## src/rtl/gray_to_binary_tracker.sv

```systemverilog
// Two-stage Gray-to-binary decoder that classifies each decoded sample against the
// previous one (step up/down, hold, illegal jump) and counts illegal jumps.
module gray_to_binary_tracker #(
   parameter int WIDTH = 4,
   parameter int ERR_W = 8
) (
   input  logic             clk,
   input  logic             rst,
   input  logic [WIDTH-1:0] gray_in,
   input  logic             in_valid,
   input  logic             err_clr,
   output logic [WIDTH-1:0] bin_out,
   output logic             out_valid,
   output logic             step_up,
   output logic             step_down,
   output logic             jump_err,
   output logic             locked,
   output logic [ERR_W-1:0] err_count
);

   localparam logic [WIDTH-1:0] ONE = {{(WIDTH-1){1'b0}}, 1'b1};

   logic [1:0]       vld_pipe;
   logic [WIDTH-1:0] g_q;
   logic [WIDTH-1:0] bin_dec;
   logic [WIDTH-1:0] delta;
   logic             is_up, is_dn, is_jump;

   // Each binary bit is the XOR of its Gray bit and every Gray bit above it.
   for (genvar i = 0; i < WIDTH; i++) begin : g_dec
      assign bin_dec[i] = ^g_q[WIDTH-1:i];
   end

   // bin_out only changes on valid stage-2 cycles, so it doubles as the previous value.
   assign delta   = bin_dec - bin_out;
   assign is_up   = locked && (delta == ONE);
   assign is_dn   = locked && (delta == '1);
   assign is_jump = locked && !(delta == ONE) && !(delta == '1) && (delta != '0);

   assign out_valid = vld_pipe[1];

   always_ff @(posedge clk) begin
      if (rst) begin
         vld_pipe  <= '0;
         g_q       <= '0;
         bin_out   <= '0;
         step_up   <= 1'b0;
         step_down <= 1'b0;
         jump_err  <= 1'b0;
         locked    <= 1'b0;
         err_count <= '0;
      end else begin
         vld_pipe <= {vld_pipe[0], in_valid};
         if (in_valid) g_q <= gray_in;

         step_up   <= vld_pipe[0] && is_up;
         step_down <= vld_pipe[0] && is_dn;
         jump_err  <= vld_pipe[0] && is_jump;
         if (vld_pipe[0]) begin
            bin_out <= bin_dec;
            locked  <= 1'b1;
         end

         if (err_clr)
            err_count <= '0;
         else if (vld_pipe[0] && is_jump && (err_count != '1))
            err_count <= err_count + ERR_W'(1);
      end
   end

endmodule

```

## config.mk

```make
export PLATFORM = sky130hd
export DESIGN_NAME = gray_to_binary_tracker
export DESIGN_NICKNAME = d
export VERILOG_FILES = /design/src/rtl/gray_to_binary_tracker.sv
export SDC_FILE = /design/constraint.sdc
export NUM_CORES = 1
export LEC_CHECK = 0
export CORE_ASPECT_RATIO = 0.75
export CORE_UTILIZATION = 45
export CTS_CLUSTER_DIAMETER = 50
export DETAILED_ROUTE_END_ITERATION = 8
export PLACE_DENSITY = 0.81
export SYNTH_ARGS = -nofsm -noshare
export SYNTH_HDL_FRONTEND = slang
export SYNTH_SLANG_ARGS = --single-unit
```

## constraint.sdc

```tcl
create_clock -name clk -period 3.4 [get_ports clk]
set_clock_uncertainty 0.05 [all_clocks]
set_input_delay 0.68 -clock clk [delete_from_list [all_inputs] [get_ports clk]]
set_output_delay 0.68 -clock clk [all_outputs]
set_load 0.02 [all_outputs]
```

After elaboration in Yosys (flattened, before gate mapping)
Cells that the tools add are included.

Word-level logic and storage cells: 29. Output and inout bits: 17. Input bits: 8. Bits in registers: 22.

Reductions and logical operators: 16. Eq/ne operators: 3. Add/sub/neg operators: 2.

Operators with widths (number): 1-bit logical AND (9); 8-bit by 1-bit adder with 8-bit output (second input constant) (1); 8-bit != test (second input constant) (1); 4-bit by 1-bit == test with 1-bit output (second input constant) (1); 4-bit == test (second input constant) (1); 4-bit nonzero test (1); 4-bit XOR reduction (1); 4-bit subtractor (1); 3-bit XOR reduction (1); 1-bit logical NOT (2); 2-bit OR reduction (1); 2-bit XOR reduction (1).

Depth between registers and ports, before layout
Gate-level depths: netlist of run 1.

Word-level depth: 9. Depth in mapped cells: 13. Depth with buffers taken out: 11.

Least setup slack after synthesis of run 1
Ideal clock, no wire load.

Path type: flip-flop to flip-flop. Start point: register g_q[3]. End point: register err_count[6]. Setup time: 0.072 ns. Stages on the path, launching flop included: 13. Arrival: 2.780 ns. Buffers on the path: 1. Data required time: 3.278 ns. Slack: 0.498 ns. Period minus slack after synthesis: 2.902 ns. Path through: dfxtp_1 -> buf_4 -> xnor2_1 -> xnor2_1 -> xnor2_1 -> ha_1 -> inv_1 -> fa_1 -> xor2_1 -> or2_2 -> or3_1 -> o211ai_1 -> mux2i_1.

Word-level cells in the longest chain between the ends: 9. Elaborated cells on any way between the ends: 14. Classes of those cells: add/sub (1); eq/ne (2); reduce/logical (11).

Ends and longest elaborated chain: from (decl) (line 24) `logic [WIDTH-1:0] g_q;`; from (signal assigned) (line 54) `if (in_valid) g_q <= gray_in;`; 3-bit XOR reduction * (line 31) `assign bin_dec[i] = ^g_q[WIDTH-1:i];`; named net bin_dec[1] (line 25) `logic [WIDTH-1:0] bin_dec;`; 4-bit subtractor * (line 35) `assign delta = bin_dec - bin_out;`; 4-bit by 1-bit == test with 1-bit output (line 38) `assign is_jump = locked && !(delta == ONE) && !(delta == '1) && (delta != '0);`; 1-bit logical NOT (line 38); 1-bit logical AND (2 in a row) (line 38); 1-bit logical AND * (line 38); 1-bit logical AND * (2 in a row) (line 66) `else if (vld_pipe[0] && is_jump && (err_count != '1))`; to (signal assigned) (line 67) `err_count <= err_count + ERR_W'(1);`; to (decl) (line 18) `output logic [ERR_W-1:0] err_count`.

Mark *: on every way through the listed nets, which the timed path passes. The rest lies on a longest branch. A chain may end at the register's enable or synchronous reset.

Worst setup path in the final report of run 1
Ends and elaborated chain as after synthesis.

==> results of run 1 <==
[stage by stage]
step | instances | hold slack, ps
floorplan | 127 | 432
global placement | 182 | 429
detailed placement | 182 | 454
CTS | 186 | 471
global route | 186 | 494
finish | 186 | 474
[worst max-delay path by stage]
stage               startpoint            to  slack [ps]  cells after the start
floorplan               g_q[3]  err_count[6]         500                     12
global placement        g_q[3]  err_count[6]         550                     11
global route            g_q[3]  err_count[6]         220                     11
detailed placement      g_q[3]  err_count[6]         430                     11
finish                  g_q[3]  err_count[6]         390                     11
CTS                     g_q[3]  err_count[6]         410                     11
[layer usage]
layer | track usage | part of all wire | vias to the layer above
met5 | 0 | 0 | -
met4 | 0.0545 | 0.0080 | 0
met3 | 0.0478 | 0.048 | 2
met2 | 0.328 | 0.45 | 31
met1 | 0.300 | 0.49 | 488
li1 | - | - | 509
[power by group through the flow]
stage	Sequential (mW)	Clock, mW	Combinational, mW
CTS	0.274	0.204	0.143
detailed placement	0.280	0	0.141
finish	0.274	0.201	0.146
global placement	0.280	0	0.137
floorplan	0.282	0	0.0985
global route	0.276	0.217	0.158
[registers in the layout (all words and copies together), names as in the netlist]
register,flops
g_q,4
err_count,8
vld_pipe,2
locked,1
step_down,1
step_up,1
jump_err,1
bin_out,4
[critical path, cell delays in order, from the launching register on]
cell and delay (ps):
dfxtp_1 390, xnor2_1 300, xnor2_1 210, xnor2_1 180, ha_1 220, inv_1 60
fa_1 370, xor2_1 170, or2_2 330, or3_1 360, o211ai_1 120, mux2i_1 200
[cells by family after synthesis]
logic type,after synthesis,share of synthesized area
fa+ha+maj,5,0.0593
buf+inv,11,0.0455
compound gates,27,0.184
flops,22,0.372
xor+xnor,6,0.0444
mux,9,0.0762
simple gates,47,0.218
[cells in the final DEF (no fill, tap or decap), drive strengths merged, types with 4 or more instances in the layout]
cell	count
xnor2	4
mux2i	9
nor2	12
ha	4
inv	6
dfxtp	22
nand2	9
a21oi	6
clkdlybuf4s50	24
nor3	5
o21ai	5
nand3	4
[layout make-up]
type / instances / area, sq um
clock buffer: 3 / 22.5
clock inverter: 1 / 30.0
fill: 214 / 882
sequential: 22 / 440
timing repair buffer: 26 / 255
multi-input combinational: 94 / 688
tap: 34 / 42.5
inverter: 6 / 22.5
==> flow_metrics.env, run 1 <==
export IMPL_layout_min_cycle_time_ps=3010
export IMPL_ir_drop_mv=0.328
export IMPL_yosysMostFrequentCell="dfxtp_1"
export IMPL_yosysWarnings=0
export IMPL_dpl_cell_area_sq_mm=0.00145
export IMPL_synth_seq_cells=22
export IMPL_synthToLayoutAreaGrowth_pct=27.0
export IMPL_drv_cap=0
export IMPL_switching_share=0.280
export IMPL_clock_latency_ps=320
export IMPL_grt_overflow=0
export IMPL_antennaDiodeCount=0
export IMPL_layout_setup_ws_ps=391
export IMPL_grt_max_degree=16
export IMPL_start_kind="flop"
export IMPL_p_sw_mw=0.174
export IMPL_fin_util=0.630
export IMPL_powerDensity_mw_per_mm2=414
export IMPL_dr_pass1_iters=4
export IMPL_async_flop_share=0
export IMPL_track_usage=0.213
export IMPL_synth_top_cell_by_area="dfxtp_1"
export IMPL_p_total_mw=0.621
export IMPL_antenna_found_initial=0
export IMPL_h_tree_depth=1
export IMPL_cts_resized=0
export IMPL_grt_first_pass_wirelength_um=4460
export IMPL_die_y_um=46.4
export IMPL_pre_cts_ws_ps=433
export IMPL_power_frac_comb=0.235
export IMPL_syn_area_sq_mm=0.00118
export IMPL_hold_viol=0
export IMPL_gp_congestion=0.904
export IMPL_ys_flop_type="dfxtp_1"
export IMPL_tightest_slew_ps=525
export IMPL_cts_path_max_buffers=2
export IMPL_finalCritPeriodShare=0.885
export IMPL_slew_violations=0
export IMPL_design_area_sq_mm=0.00150
export IMPL_ys_top_cells_by_count="22 x dfxtp_1, 12 x nor2_1, 9 x mux2i_1, 9 x nand2_1"
export IMPL_synth_cells=127
export IMPL_crit_path_max_fanout=5
export IMPL_worstHoldEndpoint="err_count[4]"
export IMPL_post_drt_wl_per_cell_um=14.0
export IMPL_postCtsSetupBuffers=0
export IMPL_p_leak_nw=0.567
export IMPL_status="complete, no violations"
export IMPL_slew_limit_headroom=0.641
export IMPL_syn_num_nets=140
export IMPL_finalWirelength_um=2610
export IMPL_synth_avg_cell_area_sq_um=9.31
export IMPL_routed_via_density=5.54
export IMPL_whs_path_depth=2
export IMPL_die_area_sq_mm=0.00284
export IMPL_nets=166
export IMPL_first_iter_violations=56
export IMPL_cts_tree="built"
export IMPL_grt_pass1_vias=977
export IMPL_cts_hold_buf=0
export IMPL_reg2reg_from="g_q[3]"
export IMPL_critPathArrivalTime_ps=3220
export IMPL_r2r_slack_ps=390
export IMPL_cts_root_buf="clkbuf_4"
export IMPL_worstHoldPathType="flop to flop"
export IMPL_clockPowerShare=0.324
export IMPL_coreArea_sq_mm=0.00238
export IMPL_clk_pin_slew_ps=130
export IMPL_synth_edff_count=0
export IMPL_sequentialPowerShare=0.442
export IMPL_hpwl_um=1990
export IMPL_crit_required_ps=3610
export IMPL_drc=0
export IMPL_cts_made_buffers=3
export IMPL_cp_end_kind="flop"
export IMPL_vias=1030
export IMPL_synth_cell_types=42
export IMPL_setup_viol=0
export IMPL_timing_rr_end="err_count[6]"
export IMPL_synthTopCellsByArea="dfxtp_1 37%, mux2i_1 7.6%, ha_1 4.2%, nor2_1 3.8%, xnor2_1 3.0%"
export IMPL_cts_sinks=22
export IMPL_crit_type="flop to flop"
export IMPL_portBuffers=24
export IMPL_final_layout_size_suffix_gt1_frac=0.0987
export IMPL_ios=25
export IMPL_yosysSeqAreaShare=0.372
export IMPL_max_freq_ghz=0.332
export IMPL_chipWidth_um=61.2
export IMPL_p_int_mw=0.447
export IMPL_hp_start="err_count[4]"
export IMPL_synth_top_area_frac=0.372
export IMPL_antenna_left=0
export IMPL_rows=15
export IMPL_reg2reg_depth=11
export IMPL_start_util=0.496
export IMPL_tns_ps=0
export IMPL_rsz0062_at_grt="no"
Note: power is estimated with default switching activity, not from simulation.
==> run 2, diff against run 1 <==
PLACE_DENSITY = 0.82   (was 0.81)
==> run 2 against run 1 <==
Power fell by 8.0%; register-to-register slack got worse by 90 ps; global-route usage grew 2.1 points; sequential power about the same; hold slack worse by 8.1 ps; count of clock-buffer cells in the layout up 1; highest routed layer unchanged.
==> flow_metrics.env, run 2 (synthesis gave the netlist of run 1 again) <==
export IMPL_p_sw_mw=0.177
export IMPL_die_y_um=46.4
export IMPL_post_drt_wl_per_cell_um=15.1
export IMPL_setup_viol=0
export IMPL_antenna_found_initial=0
export IMPL_finalCritPeriodShare=0.910
export IMPL_reg2reg_depth=11
export IMPL_slew_violations=0
export IMPL_seq_area_sq_um=440
export IMPL_tns_ps=0
export IMPL_worstHoldPathType="flop to flop"
export IMPL_hold_viol=0
export IMPL_nets=166
export IMPL_final_layout_size_suffix_gt1_frac=0.0987
export IMPL_cts_path_max_buffers=2
export IMPL_grt_first_pass_wirelength_um=4620
export IMPL_routed_via_density=5.68
export IMPL_gp_congestion=0.932
export IMPL_slew_limit_headroom=0.623
export IMPL_synthToLayoutAreaGrowth_pct=25.6
export IMPL_top_regs="err_count: 8 flops, bin_out: 4 flops, g_q: 4 flops"
export IMPL_whs_path_depth=2
export IMPL_h_tree_depth=1
export IMPL_coreArea_sq_mm=0.00238
export IMPL_die_area_sq_mm=0.00284
export IMPL_drc=0
export IMPL_layout_commonest_cell="clkdlybuf4s50_1"
export IMPL_multiInputGateArea_sq_um=688
export IMPL_top_register="err_count"
export IMPL_cts_tree="built"
export IMPL_clockPowerShare=0.257
export IMPL_crit_type="flop to flop"
export IMPL_switching_share=0.310
export IMPL_power_frac_comb=0.262
export IMPL_tightest_slew_ps=564
export IMPL_hold_worst_slack_ps=466
export IMPL_vias=1056
export IMPL_grt_max_degree=16
export IMPL_grt_overflow=0
export IMPL_cts_made_buffers=3
export IMPL_fin_util=0.623
export IMPL_status="complete, no violations"
export IMPL_first_iter_violations=42
export IMPL_cp_end_kind="flop"
export IMPL_crit_required_ps=3600
export IMPL_dr_pass1_iters=4
export IMPL_reg2reg_from="g_q[3]"
export IMPL_n_fill_cell=203
export IMPL_postCtsSetupBuffers=0
export IMPL_antenna_left=0
export IMPL_cts_resized=0
export IMPL_ios=25
export IMPL_hpwl_um=2120
export IMPL_largest_register_ffs=8
export IMPL_p_leak_nw=0.560
export IMPL_max_freq_ghz=0.323
export IMPL_rows=15
export IMPL_critPathLaunch="g_q[3]"
export IMPL_cts_root_buf="clkbuf_4"
export IMPL_track_usage=0.234
export IMPL_layout_min_cycle_time_ps=3100
export IMPL_powerDensity_mw_per_mm2=385
export IMPL_drv_cap=0
export IMPL_sequentialPowerShare=0.480
export IMPL_clk_pin_slew_ps=120
export IMPL_cts_sinks=22
export IMPL_hp_start="err_count[6]"
export IMPL_grt_pass1_vias=1010
export IMPL_critPathArrivalTime_ps=3300
export IMPL_finalWirelength_um=2810
export IMPL_start_util=0.496
export IMPL_p_int_mw=0.394
export IMPL_ir_drop_mv=0.303
export IMPL_crit_path_max_fanout=5
export IMPL_rsz0062_at_grt="no"
export IMPL_clock_latency_ps=320
export IMPL_layout_common_cells="24 x clkdlybuf4s50_1, 22 x dfxtp_1, 12 x nor2_1, 9 x nand2_1, 9 x mux2i_1"
export IMPL_start_kind="flop"
export IMPL_chipWidth_um=61.2
export IMPL_cts_hold_buf=0
export IMPL_antennaDiodeCount=0
export IMPL_portBuffers=24
==> run 2: cell count changes in the layout (fill, tap and decap cells not counted) <==
cell / before / now
bufinv_16: 1 / 0
clkbuf_8: 0 / 1
==> run 2: worst max-delay path: stages, from the launching register on <==
cell and delay, ps:
dfxtp_1 380, xnor2_1 320, xnor2_1 200, xnor2_1 190, ha_1 230, inv_1 70
fa_1 390, xor2_1 180, or2_2 330, or3_1 360, o211ai_1 130, mux2i_1 210
==> run 2: path summary, 6_finish.rpt <==
kind	to	slack (ps)
min	err_count[6]	470
min reg2reg	err_count[6]	470
max	err_count[6]	300
max reg2reg	err_count[6]	300
==> run 2: layout make-up <==
cell class,count,area share
repair buffers,26,0.172
flip-flops and latches,22,0.297
multi-input cells,94,0.463
inverters,6,0.0152
clock buffers,4,0.0244
well taps,34,0.0286
==> run 2: layer usage <==
metal  up-vias  share of wire  track usage
met3         6          0.051       0.0646
met2        33           0.46        0.354
li1        513              -            -
met5         -              0            0
met4         0          0.028        0.155
met1       504           0.46        0.292
==> run 2: power groups by stage <==
stage                     clock [mW]  sequential [mW]  combinational, mW
after floorplan                    0            0.282             0.0985
after global placement             0            0.280              0.136
after detailed placement           0            0.280              0.145
after CTS                      0.150            0.275              0.146
after global routing           0.165            0.276              0.162
final                          0.147            0.275              0.150
==> run 2: stage by stage <==
stage | area (sq um) | instances | setup slack [ps] | power (mW)
2_1_floorplan | 1180 | 127 | 498 | 0.381
3_3_place_gp | 1450 | 182 | 558 | 0.416
3_5_place_dp | 1450 | 182 | 381 | 0.425
4_1_cts | 1490 | 186 | 335 | 0.571
5_1_grt | 1490 | 186 | 137 | 0.603
6_report | 1490 | 186 | 305 | 0.572
